### src/rtl/tcp_pkg.sv
// rtl/tcp_pkg.sv - shared widths, FSM states and helpers for the TCP TX flow scheduler
package tcp_pkg;

    localparam int FLOWID_W  = 3;
    localparam int MAX_FLOWS = 1 << FLOWID_W;
    localparam int CNT_W     = 32;

    typedef enum logic [1:0] {
        IDLE,
        OFFER,
        WAIT_UPDATE
    } sched_state_e;

    function automatic logic [MAX_FLOWS-1:0] flow_bit(input logic en, input logic [FLOWID_W-1:0] id);
        flow_bit = en ? (MAX_FLOWS'(1) << id) : '0;
    endfunction

endpackage

### src/rtl/tcp_tx_sched_rr_pick.sv
// rtl/tcp_tx_sched_rr_pick.sv - rotate-priority encoder: first pending flow at or after rr_ptr
module tcp_tx_sched_rr_pick
    import tcp_pkg::*;
(
    input  logic [MAX_FLOWS-1:0] pending,
    input  logic [FLOWID_W-1:0]  rr_ptr,
    output logic                 pick_val,
    output logic [FLOWID_W-1:0]  pick_flowid
);

    logic [FLOWID_W-1:0] cand [MAX_FLOWS];

    // Flow count is a power of two, so plain truncating addition wraps the scan
    for (genvar g = 0; g < MAX_FLOWS; g++) begin : g_cand
        assign cand[g] = rr_ptr + FLOWID_W'(g);
    end

    // Scan farthest-first so the nearest set bit is the last assignment
    always_comb begin
        pick_val    = 1'b0;
        pick_flowid = '0;
        for (int i = MAX_FLOWS - 1; i >= 0; i--) begin
            if (pending[cand[i]]) begin
                pick_val    = 1'b1;
                pick_flowid = cand[i];
            end
        end
    end

endmodule

### src/rtl/tcp_tx_flow_sched.sv
// rtl/tcp_tx_flow_sched.sv - round-robin flow scheduler feeding the single-issue TCP TX FSM
module tcp_tx_flow_sched
    import tcp_pkg::*;
(
    input  logic                clk,
    input  logic                rst,
    input  logic                app_sched_wake_val,
    input  logic [FLOWID_W-1:0] app_sched_wake_flowid,
    output logic                sched_app_wake_rdy,
    input  logic                rx_sched_wake_val,
    input  logic [FLOWID_W-1:0] rx_sched_wake_flowid,
    output logic                sched_rx_wake_rdy,
    input  logic                flow_disable_val,
    input  logic [FLOWID_W-1:0] flow_disable_flowid,
    output logic                sched_tx_req_val,
    output logic [FLOWID_W-1:0] sched_tx_req_flowid,
    input  logic                tx_sched_req_rdy,
    input  logic                tx_sched_update_val,
    input  logic [FLOWID_W-1:0] tx_sched_update_flowid,
    input  logic                tx_sched_update_more,
    output logic                sched_tx_update_rdy,
    output logic                sched_idle,
    output logic [CNT_W-1:0]    sched_issue_cnt
);

    sched_state_e         state_q, state_d;
    logic [MAX_FLOWS-1:0] pending_q, pending_d;
    logic [FLOWID_W-1:0]  rr_ptr_q;
    logic [FLOWID_W-1:0]  offer_flowid_q;
    logic                 drop_flag_q, drop_flag_d;
    logic                 idle_q;
    logic [CNT_W-1:0]     cnt_q;

    logic [MAX_FLOWS-1:0] dis_mask, wake_set, acc_clr, rearm_set;
    logic                 pick_val;
    logic [FLOWID_W-1:0]  pick_flowid;
    logic                 accept, dis_offer, upd;

    assign dis_mask  = flow_bit(flow_disable_val, flow_disable_flowid);
    assign wake_set  = flow_bit(app_sched_wake_val, app_sched_wake_flowid)
                     | flow_bit(rx_sched_wake_val, rx_sched_wake_flowid);
    assign accept    = (state_q == OFFER) && tx_sched_req_rdy;
    assign dis_offer = flow_disable_val && (flow_disable_flowid == offer_flowid_q);
    assign upd       = (state_q == WAIT_UPDATE) && tx_sched_update_val;
    assign acc_clr   = flow_bit(accept, offer_flowid_q);
    assign rearm_set = flow_bit(upd && tx_sched_update_more && !drop_flag_q, tx_sched_update_flowid);

    // A flow being disabled this cycle must not be picked from the stale pending vector
    tcp_tx_sched_rr_pick u_rr_pick (
        .pending     (pending_q & ~dis_mask),
        .rr_ptr      (rr_ptr_q),
        .pick_val    (pick_val),
        .pick_flowid (pick_flowid)
    );

    // Sets win over the accept clear; disable wins over everything
    assign pending_d = ((pending_q & ~acc_clr) | wake_set | rearm_set) & ~dis_mask;

    always_comb begin
        state_d     = state_q;
        drop_flag_d = drop_flag_q;
        case (state_q)
            IDLE: begin
                if (pick_val) state_d = OFFER;
            end
            OFFER: begin
                if (accept) begin
                    state_d = WAIT_UPDATE;
                    if (dis_offer) drop_flag_d = 1'b1;
                end else if (dis_offer) begin
                    state_d = IDLE;
                end
            end
            WAIT_UPDATE: begin
                if (upd) begin
                    state_d     = IDLE;
                    drop_flag_d = 1'b0;
                end else if (dis_offer) begin
                    drop_flag_d = 1'b1;
                end
            end
            default: state_d = IDLE;
        endcase
    end

    always_ff @(posedge clk or negedge rst) begin
        if (!rst) begin
            state_q        <= IDLE;
            pending_q      <= '0;
            rr_ptr_q       <= '0;
            offer_flowid_q <= '0;
            drop_flag_q    <= 1'b0;
            idle_q         <= 1'b1;
            cnt_q          <= '0;
        end else begin
            state_q     <= state_d;
            pending_q   <= pending_d;
            drop_flag_q <= drop_flag_d;
            idle_q      <= (pending_d == '0) && (state_d == IDLE);
            if (state_q == IDLE && pick_val) offer_flowid_q <= pick_flowid;
            if (accept) begin
                rr_ptr_q <= offer_flowid_q + FLOWID_W'(1);
                cnt_q    <= cnt_q + CNT_W'(1);
            end
        end
    end

    assign sched_app_wake_rdy  = 1'b1;
    assign sched_rx_wake_rdy   = 1'b1;
    assign sched_tx_req_val    = (state_q == OFFER);
    assign sched_tx_req_flowid = offer_flowid_q;
    assign sched_tx_update_rdy = (state_q == WAIT_UPDATE);
    assign sched_idle          = idle_q;
    assign sched_issue_cnt     = cnt_q;

`ifndef SYNTHESIS
    // Completion must name the flow currently in flight
    a_update_flow: assert property (@(posedge clk) disable iff (!rst)
        upd |-> (tx_sched_update_flowid == offer_flowid_q));
`endif

endmodule

### config.mk
export PLATFORM = sky130hd
export DESIGN_NAME = tcp_tx_flow_sched
export DESIGN_NICKNAME = d
export VERILOG_FILES = /design/src/rtl/tcp_pkg.sv /design/src/rtl/tcp_tx_sched_rr_pick.sv /design/src/rtl/tcp_tx_flow_sched.sv
export SDC_FILE = /design/constraint.sdc
export NUM_CORES = 1
export LEC_CHECK = 0
export ABC_AREA = 0
export ABC_CLOCK_PERIOD_IN_PS = 3700
export BUFFER_PORTS_ARGS = -buffer_cell sky130_fd_sc_hd__buf_4
export CORE_ASPECT_RATIO = 0.7
export CORE_MARGIN = 2
export CORE_UTILIZATION = 23
export CTS_CLUSTER_SIZE = 8
export DETAILED_ROUTE_END_ITERATION = 10
export PLACE_DENSITY = 0.36
export SETUP_SLACK_MARGIN = 0.02
export SYNTH_ARGS = -nofsm -noshare
export SYNTH_HDL_FRONTEND = slang
export SYNTH_SLANG_ARGS = --single-unit
### constraint.sdc
create_clock -name clk -period 3.7 [get_ports clk]
set_input_delay 0 -clock clk [delete_from_list [all_inputs] [get_ports clk]]
set_output_delay 0 -clock clk [all_outputs]
set_load 0.01 [all_outputs]
==> out/qor.txt, run 1 <==
first-pass GRT wire length = 17.48 mm
Data arrival, critical path = 3.29 ns
Mapped Avg Cell Area = 9.219 um^2
Total Routing Usage GR = 14.14%
Post-CTS Setup Repair Bufs = 0
FFs w/ async S/R, synth = 100.0%
status = complete, no violations
fillers = 1580
RSZ-0062 raised after global routing = no
crit path launch type = flip-flop
critical path type = reg -> reg
YS warnings = 0
Synth top area share = 35.00%
LEAKAGE = 1.920 nW
hold crit path type = in -> reg
Critical Path Fanout Max = 8
post_cts resized = 0
nets = 466
top post-synthesis cells by area = dfrtp_1 35%, xnor2_1 6.5%, nand2_1 5.7%, ha_1 3.2%, nand2b_1 3.0%
Synth Area in Compound Gates = 18.75%
largest family of logic cells by synthesized area = simple AND/OR/NAND/NOR gates
CTS tree = built
Hold Violations, Final = 0
Post-Synth Adder-Cell Area = 3.214%
port bufs = 57
maximum VDD drop = 0.2675 mV
die height = 107.3 um
Pwr Total = 0.003431 W
Post-Synth XOR/XNOR Area = 9.000%
number of max-cap violations = 0
wire per inst = 17.74 um
area of the die = 16250 um^2
Placed Instance Area = 4124 um^2
Worst Tran Pin Value = 0.8066 ns
Post-Route WL = 11.23 mm
die width = 151.5 um
initial DRC count = 175
ANT cells = 0
number of I/O pins = 60
Post-Synth Simple-Gate Area = 24.32%
pwr/cell area = 794.1 nW/um^2
DPL Wire Length = 8.869 mm
predominant post-synthesis flop cell = dfrtp_1
post-synthesis mux area share = 4.821%
grt ovf = 0
H-tree depth = 2
setup TNS = 0 ns
Post-synth EDFFs = 0
sequential cell area fraction in the yosys report = 35.75%
Vias/cell = 4.878
Core ar. = 14810 um^2
cells after synthesis = 380
area growth from synthesis to layout = 23.32%
Post-route DRC = 0
final setup violation count = 0
Yosys cell types = 65
area leader, netlist = dfrtp_1
CTS Buffer Depth = 2
initial core utilization = 23.65%
CTS buffer count = 5
synthesized cell area = 3503 um^2
hold_buf cts = 3
pin count of the biggest net entering global routing = 51
Final Critical Period = 3.055 ns
clk root buf = clkbuf_16
drt pass-1 iters = 5
clk sink count = 50
Rows = 37
post-route cell area = 4320 um^2
Routability Congestion = 0.9332
Worst-Skew Late Latency = 0.29 ns
antenna violations before repair = 0
antenna viol nets, final = 0
layout cell share with drive strength beyond 1 = 20.09%
vias in the first global route = 2892
CP Capture Type = flip-flop
CTS clk-pin slew, worst paths = 0.07 ns
max-slew violations = 0
crit share post-route = 82.58%
worst path required time = 3.93 ns
Max Fclk = 327.3 MHz
Synth Register Bits = 50
via count = 3088
Final Skew = 0.005295 ns
Slew HR = 45.47%
synthesized netlist by cell type, types with 4 or more instances:
cell / n
ha_1: 9
and3_1: 11
mux2i_1: 9
xor2_1: 10
nand2_1: 53
a221oi_1: 5
o32ai_1: 4
dfrtp_1: 49
o22a_1: 5
nand2b_1: 17
nand3_1: 14
nor2_1: 23
and4b_1: 4
nand4_1: 7
nor3_1: 4
xnor2_1: 26
clkbuf_1: 8
a21oi_1: 12
o21ai_0: 10
o22ai_1: 9
inv_1: 11
placed cells by master, fill, tap and decap left out, drive strengths merged, types with 4 or more instances in the layout:
cell,instances
a21oi,12
a221oi,5
and3,11
and4b,4
buf,62
clkbuf,6
dfrtp,49
ha,9
inv,11
mux2i,9
nand2,53
nand2b,17
nand3,14
nand4,7
nor2,23
nor3,4
o211ai,4
o21ai,10
o22a,5
o22ai,11
o31ai,4
o32ai,4
xnor2,26
xor2,10
metrics by stage:
step,setup slack (ns),hold WS (ns),util [%],std cells
6_report,0.6446,0.03499,29.16,633
3_3_place_gp,0.8029,0.09346,27.84,622
4_1_cts,0.6600,0.02671,29.16,633
5_1_grt,0.3959,0.04502,29.16,633
2_1_floorplan,0.7086,-0.2956,-,381
3_5_place_dp,0.6969,0.09227,27.84,622
report_power, final:
part | total [W] | switching [W] | internal [W]
registers | 0.000846 | 0.000187 | 0.000658
clock network | 0.000529 | 0.000209 | 0.000320
logic | 0.00206 | 0.00120 | 0.000854
sequential cells by signal, summed over array words and instances, names as in the netlist:
| register | cells |
|---|---|
| drop_flag_q | 1 |
| sched_issue_cnt | 32 |
| sched_idle | 1 |
| rr_ptr_q | 3 |
| state_q | 2 |
| sched_tx_req_flowid | 3 |
| pending_q | 8 |
path summary, 6_finish.rpt:
kind	startpoint	end	slack (ns)	depth (start not counted)
worst min-delay path	tx_sched_update_flowid[1]	pending_q[6]$_DFF_PN0_	0.03	3
worst min register to register	sched_issue_cnt[31]$_DFFE_PN0P_	sched_issue_cnt[31]$_DFFE_PN0P_	0.47	1
worst max-delay path	rr_ptr_q[1]$_DFFE_PN0P_	sched_idle$_DFF_PN1_	0.64	8
min in group asynchronous	rst	sched_issue_cnt[30]$_DFFE_PN0P_	0.29	2
max in group asynchronous	rst	sched_tx_req_flowid[1]$_DFFE_PN0P_	2.96	2
worst max register to register	rr_ptr_q[1]$_DFFE_PN0P_	sched_idle$_DFF_PN1_	0.64	8
area by class of cell:
class | instances | area (um^2) | area share [%]
clock buffer | 6 | 128.9 | 2.983
clock inverter | 2 | 37.54 | 0.8688
inverter | 13 | 48.80 | 1.129
multi-input combinational | 302 | 2113 | 48.91
sequential | 50 | 1252 | 28.99
tap | 195 | 244.0 | 5.647
timing repair buffer | 65 | 495.5 | 11.47
cells by family (layout without fill, tap and decap cells):
logic type	Yosys count	in the layout
muxes	13	13
DFF	50	50
adders and majority gates	9	9
AOI/OAI and AO/OA	84	84
and+or+nand+nor	158	158
buffers and inverters	29	86
other	1	2
xor gates and xnor gates	36	36
layer usage:
layer,global-route usage [%],part of all wire (%),vias to the layer above
met1,23.63,57,1499
met2,18.42,38,77
met4,1.786,0.40,0
li1,-,-,1508
met5,0,0,-
met3,2.881,4.3,4
critical path: stages, from the launching register on:
cell	delay, ns
dfrtp_1	0.35
clkinv_1	0.23
ha_1	0.28
xnor2_1	0.59
mux4_2	0.61
a211o_1	0.31
o31ai_4	0.23
o41ai_2	0.13
and4b_1	0.26
Power figures use the tool's default switching activity.
==> run 2: changes to the inputs <==
--- a/config.mk
+++ b/config.mk
@@ -6,14 +6,14 @@
 export NUM_CORES = 1
 export LEC_CHECK = 0
 export ABC_AREA = 0
-export ABC_CLOCK_PERIOD_IN_PS = 3700
+export ABC_CLOCK_PERIOD_IN_PS = 2800
 export BUFFER_PORTS_ARGS = -buffer_cell sky130_fd_sc_hd__buf_4
 export CORE_ASPECT_RATIO = 0.7
 export CORE_MARGIN = 2
 export CORE_UTILIZATION = 23
 export CTS_CLUSTER_SIZE = 8
 export DETAILED_ROUTE_END_ITERATION = 10
-export PLACE_DENSITY = 0.36
+export PLACE_DENSITY = 0.38
 export SETUP_SLACK_MARGIN = 0.02
 export SYNTH_ARGS = -nofsm -noshare
 export SYNTH_HDL_FRONTEND = slang
==> constraint.sdc (replaced) <==
create_clock -name clk -period 2.8 [get_ports clk]
set_input_delay 0 -clock clk [delete_from_list [all_inputs] [get_ports clk]]
set_output_delay 0 -clock clk [all_outputs]
set_load 0.01 [all_outputs]
==> run 2 against run 1 <==
  * Hold slack lost 0.0056 ns
  * Sequential share of layout area shrank 0.45 points
  * Clock-buffer cell count is the same
  * Cell count grew 1.4%
  * Die area is the same
  * Critical endpoint is now sched_tx_req_flowid[1]$_DFFE_PN0P_
  * Maximum frequency grew 20%
  * Register-to-register slack lost 0.40 ns
  * Largest power group unchanged
  * Global-route usage shrank 0.43 points
==> out/qor.txt, run 2 (synthesis results as in run 1) <==
Critical Path Fanout Max = 19
final setup violation count = 0
pin count of the biggest net entering global routing = 51
vias in the first global route = 2992
Rows = 37
Worst Tran Pin Value = 0.6596 ns
critical path type = reg -> reg
pre-CTS setup slack = 0.1985 ns
wire per inst = 17.09 um
Final Critical Period = 2.553 ns
area growth from synthesis to layout = 25.25%
number of max-cap violations = 0
Post-route DRC = 0
clk sink count = 50
LEAKAGE = 1.970 nW
crit-path cells = buf_4 > o32a_1 > buf_4 > mux2i_1 > mux2i_1 > a211o_1 > a211oi_1 > o31ai_1
nets = 475
max-slew violations = 0
number of I/O pins = 60
first-pass GRT wire length = 17.13 mm
wire length on met1 = 6.067 mm
Worst-Skew Late Latency = 0.29 ns
antenna viol nets, final = 0
most frequent cells in the layout = 71 x buf_4, 53 x nand2_1, 49 x dfrtp_1
setup TNS = 0 ns
top layer in use = met4
layout cell share with drive strength beyond 1 = 22.37%
clk root buf = clkbuf_16
RSZ-0062 raised after global routing = no
Post-Route WL = 10.97 mm
fillers = 1586
antenna violations before repair = 0
die width = 151.5 um
max reg flops = 32
Hold Violations, Final = 0
routed wl met3 = 870 um
grt ovf = 0
maximum VDD drop = 0.3691 mV
initial DRC count = 246
H-tree depth = 2
CTS buffer count = 5
pwr/cell area = 1046 nW/um^2
Data arrival, critical path = 2.72 ns
commonest non-fill, non-tap cell in the layout = buf_4
CTS Buffer Depth = 2
status = complete, no violations
area of the die = 16250 um^2
WL met2 = 3.976 mm
Max Fclk = 391.6 MHz
crit-path leading delay family = compound AO/OA/AOI/OAI gates
CTS tree = built
initial core utilization = 23.65%
drt pass-1 iters = 5
CTS clk-pin slew, worst paths = 0.07 ns
port bufs = 57
Crit path largest cell delay = 0.43 ns
hold crit path type = in -> reg
Buf/Inv on CP = 2
crit path launch type = flip-flop
crit share post-route = 91.19%
Slew HR = 56.02%
worst path required time = 2.96 ns
DPL Wire Length = 8.772 mm
Vias/cell = 4.913
CP Capture Type = flip-flop
via count = 3154
Final Skew = 0.005010 ns
worst hold margin = 0.02943 ns
final setup margin = 0.2466 ns
Routability Congestion = 0.8689
Post-CTS Setup Repair Bufs = 0
Total Routing Usage GR = 13.71%
Core ar. = 14810 um^2
die height = 107.3 um
ANT cells = 0
Worst path slowest cell = o32a_1
==> run 2: changes by cell type in the layout (fill, tap and decap cells not counted), sizes merged <==
| cell | before | now |
|---|---|---|
| clkinv | 2 | 3 |
| bufinv | 1 | 0 |
| buf | 62 | 71 |
==> run 2: per-layer routing <==
| layer | up-vias | track usage (%) |
|---|---|---|
| met2 | 100 | 16.26 |
| li1 | 1522 | - |
| met1 | 1528 | 23.19 |
| met4 | 0 | 1.984 |
| met3 | 4 | 4.322 |
| met5 | - | 0 |
==> run 2: layout make-up <==
type | instances | area (um^2) | share of cell area, %
multi-input cells | 302 | 2128 | 48.50
flip-flops and latches | 50 | 1252 | 28.54
repair buffers | 74 | 563.0 | 12.83
well taps | 195 | 244.0 | 5.560
clock buffers | 6 | 138.9 | 3.165
inverters | 13 | 48.80 | 1.112
clock inverters | 2 | 12.51 | 0.2851
==> run 2: metrics by stage <==
stage / total power [W] / instance area (um^2) / instances / utilization, %
global route: 0.004958 / 4388 / 642 / 29.62
finish: 0.004589 / 4388 / 642 / 29.62
detailed placement: 0.003896 / 4199 / 631 / 28.34
global placement: 0.003969 / 4199 / 631 / 28.34
CTS: 0.004553 / 4380 / 642 / 29.57
floorplan: 0.003002 / 3516 / 381 / -
==> run 2: worst reg2reg max path: stages (launching register included) <==
cell and delay, ns:
dfrtp_1 0.41, buf_4 0.21, o32a_1 0.43, buf_4 0.19
mux2i_1 0.30, mux2i_1 0.23, a211o_1 0.33, a211oi_1 0.25
o31ai_1 0.10
==> run 2: final timing paths <==
path | cells after the start | endpoint | from | slack (ns)
hold / removal | 3 | pending_q[6]$_DFF_PN0_ | tx_sched_update_flowid[1] | 0.03
max in group asynchronous | 2 | sched_tx_req_flowid[0]$_DFFE_PN0P_ | rst | 2.05
min in group asynchronous | 2 | sched_issue_cnt[30]$_DFFE_PN0P_ | rst | 0.29
hold reg to reg | 1 | sched_issue_cnt[31]$_DFFE_PN0P_ | sched_issue_cnt[31]$_DFFE_PN0P_ | 0.48
setup / recovery | 8 | sched_tx_req_flowid[1]$_DFFE_PN0P_ | rr_ptr_q[0]$_DFFE_PN0P_ | 0.25
setup reg to reg | 8 | sched_tx_req_flowid[1]$_DFFE_PN0P_ | rr_ptr_q[0]$_DFFE_PN0P_ | 0.25
==> run 2: where the power goes <==
group | internal, W | switching (W) | total (W)
sequential | 0.000870 | 0.000236 | 0.00111
clock | 0.000354 | 0.000270 | 0.000624
combinational | 0.00122 | 0.00164 | 0.00286
==> run 2: timing repair <==
item / in CTS / in global routing
endpoints found under the hold margin: 51 / 0
hold buffers: 3 / 0
endpoints found under the setup margin: 0 / 2
resized for setup: 0 / 1
==> run 3: changes to the inputs <==
--- a/config.mk
+++ b/config.mk
@@ -8,13 +8,13 @@
 export ABC_AREA = 0
 export ABC_CLOCK_PERIOD_IN_PS = 2800
 export BUFFER_PORTS_ARGS = -buffer_cell sky130_fd_sc_hd__buf_4
-export CORE_ASPECT_RATIO = 0.7
+export CELL_PAD_IN_SITES_DETAIL_PLACEMENT = 1
+export CELL_PAD_IN_SITES_GLOBAL_PLACEMENT = 2
 export CORE_MARGIN = 2
 export CORE_UTILIZATION = 23
 export CTS_CLUSTER_SIZE = 8
 export DETAILED_ROUTE_END_ITERATION = 10
-export PLACE_DENSITY = 0.38
-export SETUP_SLACK_MARGIN = 0.02
+export PLACE_DENSITY = 0.56
 export SYNTH_ARGS = -nofsm -noshare
 export SYNTH_HDL_FRONTEND = slang
 export SYNTH_SLANG_ARGS = --single-unit
==> run 3 against run 2 <==
  * Routed wire length up 3.6%
  * Clock skew down 0.0012 ns
  * Flip-flop and latch count unchanged
  * Die area down 0.10%
  * Critical endpoint is now sched_idle$_DFF_PN1_
  * Largest cell class unchanged
==> out/qor.txt, run 3 (synthesis results as in run 1) <==
number of max-cap violations = 0
RSZ-0062 raised after global routing = no
area of the die = 16230 um^2
nets = 476
status = complete, no violations
pwr/cell area = 1054 nW/um^2
ANT cells = 0
FF/Latch Area = 1252 um^2
pin count of the biggest net entering global routing = 51
Worst-Skew Late Latency = 0.29 ns
Post-CTS Setup Repair Bufs = 0
Vias/cell = 5.046
wire per inst = 17.87 um
Critical Path Fanout Max = 18
most frequent cells in the layout = 72 x buf_4, 53 x nand2_1, 49 x dfrtp_1
Post-Route WL = 11.36 mm
die width = 127.4 um
DPL Wire Length = 8.801 mm
Max Fclk = 392.5 MHz
commonest non-fill, non-tap cell in the layout = buf_4
GRT busiest layer = met2
H-tree depth = 2
GR met1 Demand/Resource = 18.61%
clk sink count = 50
clk root buf = clkbuf_16
maximum VDD drop = 0.5783 mV
max-slew violations = 0
drt pass-1 iters = 4
LEAKAGE = 1.977 nW
GR Util met2 = 24.00%
Final Critical Period = 2.548 ns
crit share post-route = 91.00%
port bufs = 57
multi-input logic area = 2128 um^2
number of I/O pins = 60
Rows = 45
Worst Tran Pin Value = 0.6773 ns
hold crit path type = in -> reg
CTS tree = built
fin util = 29.30%
CTS clk-pin slew, worst paths = 0.07 ns
Slew HR = 54.85%
vias in the first global route = 3298
grt ovf = 0
Placed Cells = 625
final setup violation count = 0
Post-Layout Cell Count = 636
first-pass GRT wire length = 18.31 mm
pre-CTS setup slack = 0.1711 ns
max reg flops = 32
CTS buffer count = 5
fillers = 1760
crit path launch type = flip-flop
critical path type = reg -> reg
die height = 127.4 um
Final Skew = 0.003794 ns
layout cell share with drive strength beyond 1 = 22.54%
CP Capture Type = flip-flop
antenna violations before repair = 0
initial DRC count = 114
area growth from synthesis to layout = 25.75%
Core ar. = 15030 um^2
GR Layer Usage met3 = 2.387%
via count = 3209
worst path required time = 3.03 ns
Total Routing Usage GR = 14.20%
setup TNS = 0 ns
worst hold margin = 0.03005 ns
Routability Congestion = 0.8491
final setup margin = 0.2521 ns
antenna viol nets, final = 0
Hold Violations, Final = 0
Data arrival, critical path = 2.78 ns
CTS Buffer Depth = 2
initial core utilization = 23.30%
Post-route DRC = 0
run 3: cell types whose count changed in the layout (fill, tap and decap cells not counted), sizes merged:
cell | previous run | this run
buf | 71 | 72
bufinv | 0 | 1
clkbuf | 6 | 5
clkinvlp | 1 | 2
clkinv | 3 | 2
run 3: final timing paths:
check	cells past startpoint	startpoint	slack, ns	end
min in group asynchronous	2	rst	0.28	sched_issue_cnt[8]$_DFFE_PN0P_
setup / recovery	8	rr_ptr_q[0]$_DFFE_PN0P_	0.25	sched_idle$_DFF_PN1_
hold reg to reg	1	sched_issue_cnt[31]$_DFFE_PN0P_	0.47	sched_issue_cnt[31]$_DFFE_PN0P_
hold / removal	3	tx_sched_update_flowid[1]	0.03	pending_q[6]$_DFF_PN0_
setup reg to reg	8	rr_ptr_q[0]$_DFFE_PN0P_	0.25	sched_idle$_DFF_PN1_
max in group asynchronous	2	rst	2.06	sched_issue_cnt[20]$_DFFE_PN0P_
run 3: area by class of cell:
class	count	area share, %
Sequential cell	50	28.43
Clock inverter	3	1.022
Clock buffer	5	2.840
Timing Repair Buffer	75	12.95
Multi-Input combinational cell	302	48.31
Inverter	13	1.108
Tap cell	188	5.339
run 3: critical path: stages, from the launching register on:
cell and delay [ns]:
dfrtp_1 0.40, buf_4 0.24, nand2b_1 0.16, o22ai_1 0.18
mux4_2 0.49, a211o_1 0.32, o31ai_4 0.27, o41ai_2 0.14
and4b_1 0.28
run 3: what timing repair did:
action                                 in CTS  in global routing
hold buffers                                3                  0
endpoints found under the hold margin      52                  0
gates resized for setup                     0                  1
setup endpoints to repair                   0                  2
run 3: stage by stage:
step,total power (W),cell area [um^2]
after floorplan,0.003002,3516
after global placement,0.003976,4198
final,0.004642,4405
after detailed placement,0.003938,4198
after global routing,0.005037,4405
after CTS,0.004680,4398
run 3: report_power, final:
part	internal [W]	switching (W)
registers	0.000870	0.000234
logic	0.00123	0.00160
clock network	0.000422	0.000283
run 3: routing by layer:
| layer | share of wire, % | wire (um) |
|---|---|---|
| met3 | 4.7 | 534 |
| met2 | 48 | 5402 |
| met4 | 2.0 | 225 |
| met1 | 46 | 5202 |
| met5 | 0 | 0 |
